**src/rtl/uart_paket.sv**
```systemverilog
// Shared UART definitions: state encodings, data width and default counter width.
// Used by both the receiver and the transmitter.
package uart_paket;

    localparam int VERI_W             = 8;
    localparam int SAYAC_W_VARSAYILAN = 16;
    localparam int BIT_IDX_W          = $clog2(VERI_W);
    localparam logic [BIT_IDX_W-1:0] SON_BIT_IDX = BIT_IDX_W'(VERI_W - 1);

    typedef enum logic [2:0] {
        BOSTA = 3'd0,
        BASLA = 3'd1,
        VERI  = 3'd2,
        DUR   = 3'd3,
        HATA  = 3'd4
    } durum_t;

endpackage

```
**src/rtl/uart_senkronizor.sv**
```systemverilog
// Two-flop synchroniser for asynchronous single-bit inputs.
// Both flops reset to RESET_DEGERI so an idle-high line stays quiet through reset.
module uart_senkronizor #(
    parameter logic RESET_DEGERI = 1'b1
) (
    input  logic clk_i,
    input  logic rst_i,
    input  logic asenk_i,
    output logic senk_o
);

    logic ara;

    always_ff @(posedge clk_i) begin
        if (rst_i) begin
            ara    <= RESET_DEGERI;
            senk_o <= RESET_DEGERI;
        end else begin
            ara    <= asenk_i;
            senk_o <= ara;
        end
    end

endmodule

```
**src/rtl/uart_alici.sv**
```systemverilog
// 8N1 UART receiver: start-bit qualification at half period, mid-bit sampling,
// and a valid/acknowledge handshake with frame-error and overrun pulses.
module uart_alici
    import uart_paket::*;
#(
    parameter int SAYAC_W = SAYAC_W_VARSAYILAN
) (
    input  logic               clk_i,
    input  logic               rst_i,
    input  logic               rx_i,
    input  logic [SAYAC_W-1:0] baud_div_i,
    input  logic               alindi_i,
    output logic [VERI_W-1:0]  veri_o,
    output logic               veri_gecerli_o,
    output logic               cerceve_hata_o,
    output logic               tasma_o,
    output logic               mesgul_o
);

    logic                 rx_s;
    durum_t               durum, durum_sonraki;
    logic [SAYAC_W-1:0]   sayac, sayac_sonraki;
    logic [BIT_IDX_W-1:0] bit_idx, bit_idx_sonraki;
    logic [VERI_W-1:0]    kaydirma, kaydirma_sonraki;
    logic [SAYAC_W-1:0]   yari_periyot;
    logic                 periyot_sonu;
    logic                 yari_sonu;
    logic                 bayt_tamam;
    logic                 cerceve_hata;

    uart_senkronizor #(
        .RESET_DEGERI (1'b1)
    ) u_rx_senk (
        .clk_i   (clk_i),
        .rst_i   (rst_i),
        .asenk_i (rx_i),
        .senk_o  (rx_s)
    );

    assign yari_periyot = baud_div_i >> 1;
    assign periyot_sonu = (sayac == baud_div_i);
    assign yari_sonu    = (sayac == yari_periyot);
    assign mesgul_o     = (durum != BOSTA);

    always_ff @(posedge clk_i) begin
        if (rst_i) begin
            durum    <= BOSTA;
            sayac    <= '0;
            bit_idx  <= '0;
            kaydirma <= '0;
        end else begin
            durum    <= durum_sonraki;
            sayac    <= sayac_sonraki;
            bit_idx  <= bit_idx_sonraki;
            kaydirma <= kaydirma_sonraki;
        end
    end

    always_comb begin
        durum_sonraki    = durum;
        sayac_sonraki    = sayac;
        bit_idx_sonraki  = bit_idx;
        kaydirma_sonraki = kaydirma;
        bayt_tamam       = 1'b0;
        cerceve_hata     = 1'b0;

        unique case (durum)
            BOSTA: begin
                sayac_sonraki   = '0;
                bit_idx_sonraki = '0;
                if (!rx_s) begin
                    durum_sonraki = BASLA;
                end
            end

            // A start bit that is high again by mid-bit is a glitch and is dropped.
            BASLA: begin
                if (yari_sonu) begin
                    sayac_sonraki = '0;
                    durum_sonraki = rx_s ? BOSTA : VERI;
                end else begin
                    sayac_sonraki = sayac + SAYAC_W'(1);
                end
            end

            VERI: begin
                if (periyot_sonu) begin
                    sayac_sonraki    = '0;
                    kaydirma_sonraki = {rx_s, kaydirma[VERI_W-1:1]};
                    if (bit_idx == SON_BIT_IDX) begin
                        bit_idx_sonraki = '0;
                        durum_sonraki   = DUR;
                    end else begin
                        bit_idx_sonraki = bit_idx + BIT_IDX_W'(1);
                    end
                end else begin
                    sayac_sonraki = sayac + SAYAC_W'(1);
                end
            end

            DUR: begin
                if (periyot_sonu) begin
                    sayac_sonraki = '0;
                    if (rx_s) begin
                        bayt_tamam    = 1'b1;
                        durum_sonraki = BOSTA;
                    end else begin
                        cerceve_hata  = 1'b1;
                        durum_sonraki = HATA;
                    end
                end else begin
                    sayac_sonraki = sayac + SAYAC_W'(1);
                end
            end

            // Stuck-low line: wait for idle before looking for a new start bit.
            HATA: begin
                sayac_sonraki = '0;
                if (rx_s) begin
                    durum_sonraki = BOSTA;
                end
            end

            default: begin
                durum_sonraki = BOSTA;
                sayac_sonraki = '0;
            end
        endcase
    end

    // A completed byte takes priority over the acknowledge, so valid stays high
    // when both coincide; overrun only when the old byte was never acknowledged.
    always_ff @(posedge clk_i) begin
        if (rst_i) begin
            veri_o         <= '0;
            veri_gecerli_o <= 1'b0;
            cerceve_hata_o <= 1'b0;
            tasma_o        <= 1'b0;
        end else begin
            cerceve_hata_o <= cerceve_hata;
            tasma_o        <= 1'b0;
            if (bayt_tamam) begin
                veri_o         <= kaydirma;
                veri_gecerli_o <= 1'b1;
                tasma_o        <= veri_gecerli_o && !alindi_i;
            end else if (alindi_i) begin
                veri_gecerli_o <= 1'b0;
            end
        end
    end

endmodule

```
**config.mk**
```make
export PLATFORM = sky130hd
export DESIGN_NAME = uart_alici
export DESIGN_NICKNAME = d
export VERILOG_FILES = /design/src/rtl/uart_paket.sv /design/src/rtl/uart_senkronizor.sv /design/src/rtl/uart_alici.sv
export SDC_FILE = /design/constraint.sdc
export NUM_CORES = 1
export LEC_CHECK = 0
export CELL_PAD_IN_SITES_DETAIL_PLACEMENT = 0
export CELL_PAD_IN_SITES_GLOBAL_PLACEMENT = 1
export CORE_AREA = 2 2 75 77
export DETAILED_ROUTE_END_ITERATION = 10
export DIE_AREA = 0 0 77 79
export GPL_TIMING_DRIVEN = 0
export PLACE_DENSITY = 0.78
export SYNTH_ARGS = -nofsm -noshare
export SYNTH_HDL_FRONTEND = slang
export SYNTH_SLANG_ARGS = --single-unit
```
**constraint.sdc**
```tcl
create_clock -name clk_i -period 3.3 [get_ports clk_i]
set_input_delay 0.66 -clock clk_i [delete_from_list [all_inputs] [get_ports clk_i]]
set_output_delay 0.66 -clock clk_i [all_outputs]
set_load 0.02 [all_outputs]
```
-- Word level (Yosys, flattened, before mapping)
Cells that the tools add are included.
- bitwise operators: 3
- magnitude comparators: 0
- multiply operators: 0
- reductions and logical operators: 12
- mux-type cells: 21
- div/mod/pow operators: 0
- shift-type cells: 0
- equality and inequality tests: 13
- add/sub/neg operators: 2
- operators by type and width (cell ; count):
    2-to-1 mux 16 bit ; 2
    case mux 16 bit (2 select lines) ; 1
    2-to-1 mux 3 bit ; 9
    adder 16 x 1 -> 16 bit, second input constant ; 1
    equality test 16 x 15 -> 1 bit ; 1
    equality test 16 bit ; 1
    case mux 3 bit (5 select lines) ; 1
    inequality test 2 bit, second input constant ; 5
    equality test 3 x 2 -> 1 bit, second input constant ; 2
    equality test 3 bit, second input constant ; 2
    2-to-1 mux 1 bit ; 6
    case mux 3 bit (2 select lines) ; 1
    AND reduction 6 bit ; 1
    AND reduction 2 bit ; 2
    nonzero test 2 bit ; 2
    OR reduction 2 bit ; 2
    adder 3 x 1 -> 3 bit, second input constant ; 1
    equality test 3 x 1 -> 1 bit, second input constant ; 1
    zero test 3 bit ; 1
    inverter 1 bit ; 3
    nonzero test 3 bit ; 1
    OR reduction 3 bit ; 1
    2-to-1 mux 2 bit ; 1
    inequality test 2 x 1 -> 1 bit, second input constant ; 1
    2 further kinds ; 2
- memory bits (writable): 0
- bits in read-only memories: 0
- memories kept: 0
- register bits: 43
- bits in latches: 0
- word-level logic and storage cells: 61

-- Depth between registers and ports, before layout
- word-level depth: 5
- mapped depth: 7
- mapped depth without buffers: 6

-- Hierarchy
A second synthesis with hierarchy kept.
- cell total of the unflattened synthesis: 237
- area, all modules: 2139.6 µm²
- modules (own cells, without submodules) (module ; cells each ; area each (µm²) ; instances):
    uart_alici ; 233 ; 2087.0 ; 1
    uart_senkronizor ; 4 ; 52.6 ; 1

-- Worst setup path after synthesis
OpenSTA, ideal clock, no wires.
- path kind: input to register
- start: input baud_div_i[15]
- end: register durum[0]
- library setup time: 0.121 ns
- arrival time: 2.250 ns
- cell stages on the path: 5
- setup slack: 0.929 ns
- cell sequence: xor2_1 nor4_1 nand4_1 a222oi_1 mux2_2
- longest elaborated chain between the ends: 3
- elaborated cells between the ends (all ways): 6
- those cells by class: eq/ne: 5; reduce/logical: 1
- RTL lines (item ; line ; source):
    start: declaration ; uart_alici.sv:11 ; input logic [SAYAC_W-1:0] baud_div_i,
    equality test 16 x 15 -> 1 bit / equality test 16 bit (equally long branches) ; uart_alici.sv:42, uart_alici.sv:41 ;
    inequality test 2 bit (no line) ; -- ;
    AND reduction 6 bit (no line) (*) ; -- ;
    end signal: assignment ; uart_alici.sv:52 ; durum <= durum_sonraki;
    end: declaration ; uart_alici.sv:21 ; durum_t durum, durum_sonraki;
Mark *: on every way between the ends. The rest lies on a longest branch, timed or not.
A chain may end at the register's enable or synchronous reset.

-- Worst setup path in the final report
- start: input baud_div_i[5]
- end: register sayac[3]
- longest elaborated chain between the ends: 3
- elaborated cells between the ends (all ways): 5
- those cells by class: eq/ne: 2; mux: 3
- RTL lines (item ; line ; source):
    equality test 16 bit / equality test 16 x 15 -> 1 bit (equally long branches) ; uart_alici.sv:41, uart_alici.sv:42 ;
    2-to-1 mux 16 bit, on equally long branches ; uart_alici.sv:87, uart_alici.sv:102, uart_alici.sv:78 ;
    case mux 16 bit (2 select lines) (*) ; uart_alici.sv:67 ; unique case (durum)
    end signal: assignment ; uart_alici.sv:53 ; sayac <= sayac_sonraki;
    end: declaration ; uart_alici.sv:22 ; logic [SAYAC_W-1:0] sayac, sayac_sonraki;
Marked as above.

==> reports/qor.yml <==
critical_path:
  worstSetupPathType: "in2reg"
  crit_arrival_ns: 3.05
  crit_slowest_cell: "a22oi_1"
  cp_data_required_time_ns: 3.47
  crit_chain: "clkdlybuf4s50_1, xor2_1, nor4_1, nand4_1, a22oi_1, clkbuf_1, nor3_1"
  cp_slowest_stage_delay_ns: 0.59
  cp_max_fo: 10
  endpoint_kind: "register"
  cp-start-kind: "primary input"
cells_and_area:
  layout_common_cells: "43 x dfxtp_1, 36 x xor2_1, 31 x clkdlybuf4s50_1, 23 x nand3_1"
  final_common_cell: "dfxtp_1"
  antenna_cells: 0
  area_growth_pct: 22.66
  layout-drive-gt1-share_pct: 5.085
  fin_util_pct: 50.00
  finalNetCount: 317
cts:
  cts_hold_buffers: 0
  cts_max_level: 2
  cts.root.buffer_cell: "clkbuf_8"
  path_clk_slew_ns: 0.08
  clk_latency_ns: 0.30
  cts_inserted_buffers: 5
  numClockSinks: 43
  cts_setup_buffers: 0
  tritoncts: "built"
  cts_buffer_depth: 2
  post_cts_resized: 0
floorplanning:
  die_y_um: 79
  die_area_sq_mm: 0.006083
  ios: 32
  rows: 27
  start_util_pct: 40.76
  die_x_um: 77
  core-area_sq_mm: 0.005338
power:
  power_leakage_uw: 0.0009319
  vdd_drop_max_mv: 0.2163
  powerDensity_mw_per_mm2: 408.2
  power_uw: 1089
timing:
  worstMarginPinSlew_ns: 0.6796
  fmax_mhz: 346.8
  finalSetupTns_ns: 0
  period_needed_ns: 2.883
  rsz0062_at_grt: "false"
  finalHoldViolations: 0
  post-route-period-util_pct: 87.37
  finClkSkew_ns: 0.009126
  setup_viol: 0
  drv_slew: 0
  fin_hold_ws_ns: 0.4147
  relSlewSlack_pct: 54.70
route:
  first_pass_iters: 4
  dr_wl_met3_um: 214
  detail_route.wl_per_cell_um: 13.96
  totalWireLength_um: 5123
  drt-vias-per-instance: 5.095
  dr.first_iter.drc_count: 86
  drc: 0
  num_vias: 1870
  met1Wirelength_um: 2406
  antenna_left: 0
  routed.top_layer: "met4"
  wl_met2_um: 2446
placed_design:
  dp_hpwl_um: 3708
  numPortBuffers: 31
  gp_congestion: 0.8649
synthesis:
  ys_ff_latch: 43
  syn_avg_cell_area_sq_um: 8.499
  synthCells: 256
  synth_cell_types: 34
  synth-seq-area-share_pct: 39.56
  syn-num-nets: 279
  ys_warn_count: 0
  syn_area_sq_mm: 0.002176
grt:
  grt_pass1_vias: 1772
  grt_use_total_pct: 17.84
  antenna_found_initial: 0
  grt_first_pass_wirelength_um: 8687
  overflow: 0
  grt_max_degree: 16
worst_hold_path:
  holdCritPathClass: "reg2reg"
flow_run:
  drv_cap: 0
run_status:
  outcome: "finished clean"
sequential cells by signal (all words and copies together), names as in the netlist:
name and count:
veri_o 8, tasma_o 1, u_rx_senk.senk_o 1, veri_gecerli_o 1, sayac 16, durum 3, kaydirma 8, u_rx_senk.ara 1
cerceve_hata_o 1, bit_idx 3
stage by stage:
stage / instances / area [sq um] / worst slack (ns)
after floorplan: 256 / 2176 / 0.9291
after global placement: 359 / 2576 / 0.08550
after detailed placement: 359 / 2576 / 0.08267
after CTS: 367 / 2669 / 0.3954
after global routing: 367 / 2669 / 0.1172
final: 367 / 2669 / 0.4167
synthesized netlist by cell type:
library cell | number | area share [%]
nand3_1 | 23 | 5.3
nand2_1 | 7 | 1.2
nor4b_1 | 1 | 0.40
nand2b_1 | 4 | 1.1
o21ai_0 | 18 | 4.1
a31oi_1 | 1 | 0.29
mux2_2 | 1 | 0.52
and2_1 | 2 | 0.57
nor3b_1 | 1 | 0.35
and4_1 | 2 | 0.81
nor3_1 | 19 | 4.4
clkbuf_1 | 15 | 2.6
a222oi_1 | 1 | 0.46
mux2i_1 | 2 | 0.92
nor2_1 | 10 | 1.7
or2_2 | 2 | 0.57
buf_1 | 1 | 0.17
nand4_1 | 6 | 1.7
inv_1 | 6 | 1.0
and3_1 | 2 | 0.57
a21oi_1 | 19 | 4.4
nor2b_1 | 1 | 0.29
ha_1 | 3 | 1.7
a22oi_1 | 1 | 0.35
or3_1 | 2 | 0.57
buf_6 | 3 | 1.6
o21ai_1 | 1 | 0.23
xnor2_1 | 10 | 4.0
buf_2 | 1 | 0.23
xor2_1 | 36 | 14
dfxtp_1 | 43 | 40
o2bb2ai_1 | 1 | 0.40
o211ai_1 | 3 | 1.0
nor4_1 | 8 | 2.3
kinds of logic after synthesis:
kind of cell | after synthesis | synth area share (%)
AO/OA/AOI/OAI | 45 | 11.27
AND/OR/NAND/NOR | 90 | 21.91
multiplexers | 3 | 1.438
buffers and inverters | 26 | 5.577
adder cells (fa/ha/maj) | 3 | 1.725
flip-flops | 43 | 39.56
XOR/XNOR | 46 | 18.52
report_power, final:
part           leakage (uW)  total (uW)  switching [uW]  internal, uW
Combinational      0.000544         213             132          81.1
Clock             0.0000408         344             192           151
Sequential         0.000347         533            5.46           527
Total              0.000932        1090             330           760
final timing paths:
kind / start / endpoint / slack [ns] / depth (start not counted)
max: baud_div_i[5] / sayac[3]$_SDFF_PP0_ / 0.42 / 7
max reg2reg: sayac[10]$_SDFF_PP0_ / sayac[3]$_SDFF_PP0_ / 0.79 / 7
min: u_rx_senk.ara$_SDFF_PP1_ / u_rx_senk.senk_o$_SDFF_PP1_ / 0.41 / 1
min reg2reg: u_rx_senk.ara$_SDFF_PP1_ / u_rx_senk.senk_o$_SDFF_PP1_ / 0.41 / 1
area by class of cell:
type,instances,area (sq um)
buffer,20,98.84
fill,566,2669
clock inverter,3,23.77
inverter,6,22.52
multi-input combinational,187,1194
clock buffer,5,68.82
tap,72,90.09
timing repair buffer,31,310.3
sequential,43,860.8
critical path, delay by kind of cell:
kind            cells  cell delay (ns)
compound gates      1             0.59
xor+xnor            1             0.16
buf+inv             2             0.85
simple gates        3             0.78
layer usage:
layer,vias up,GRT usage (%)
li1,964,-
met5,-,0
met4,0,5.357
met1,867,22.66
met3,5,4.545
met2,34,30.00
Note: power is estimated with default switching activity, not from simulation.
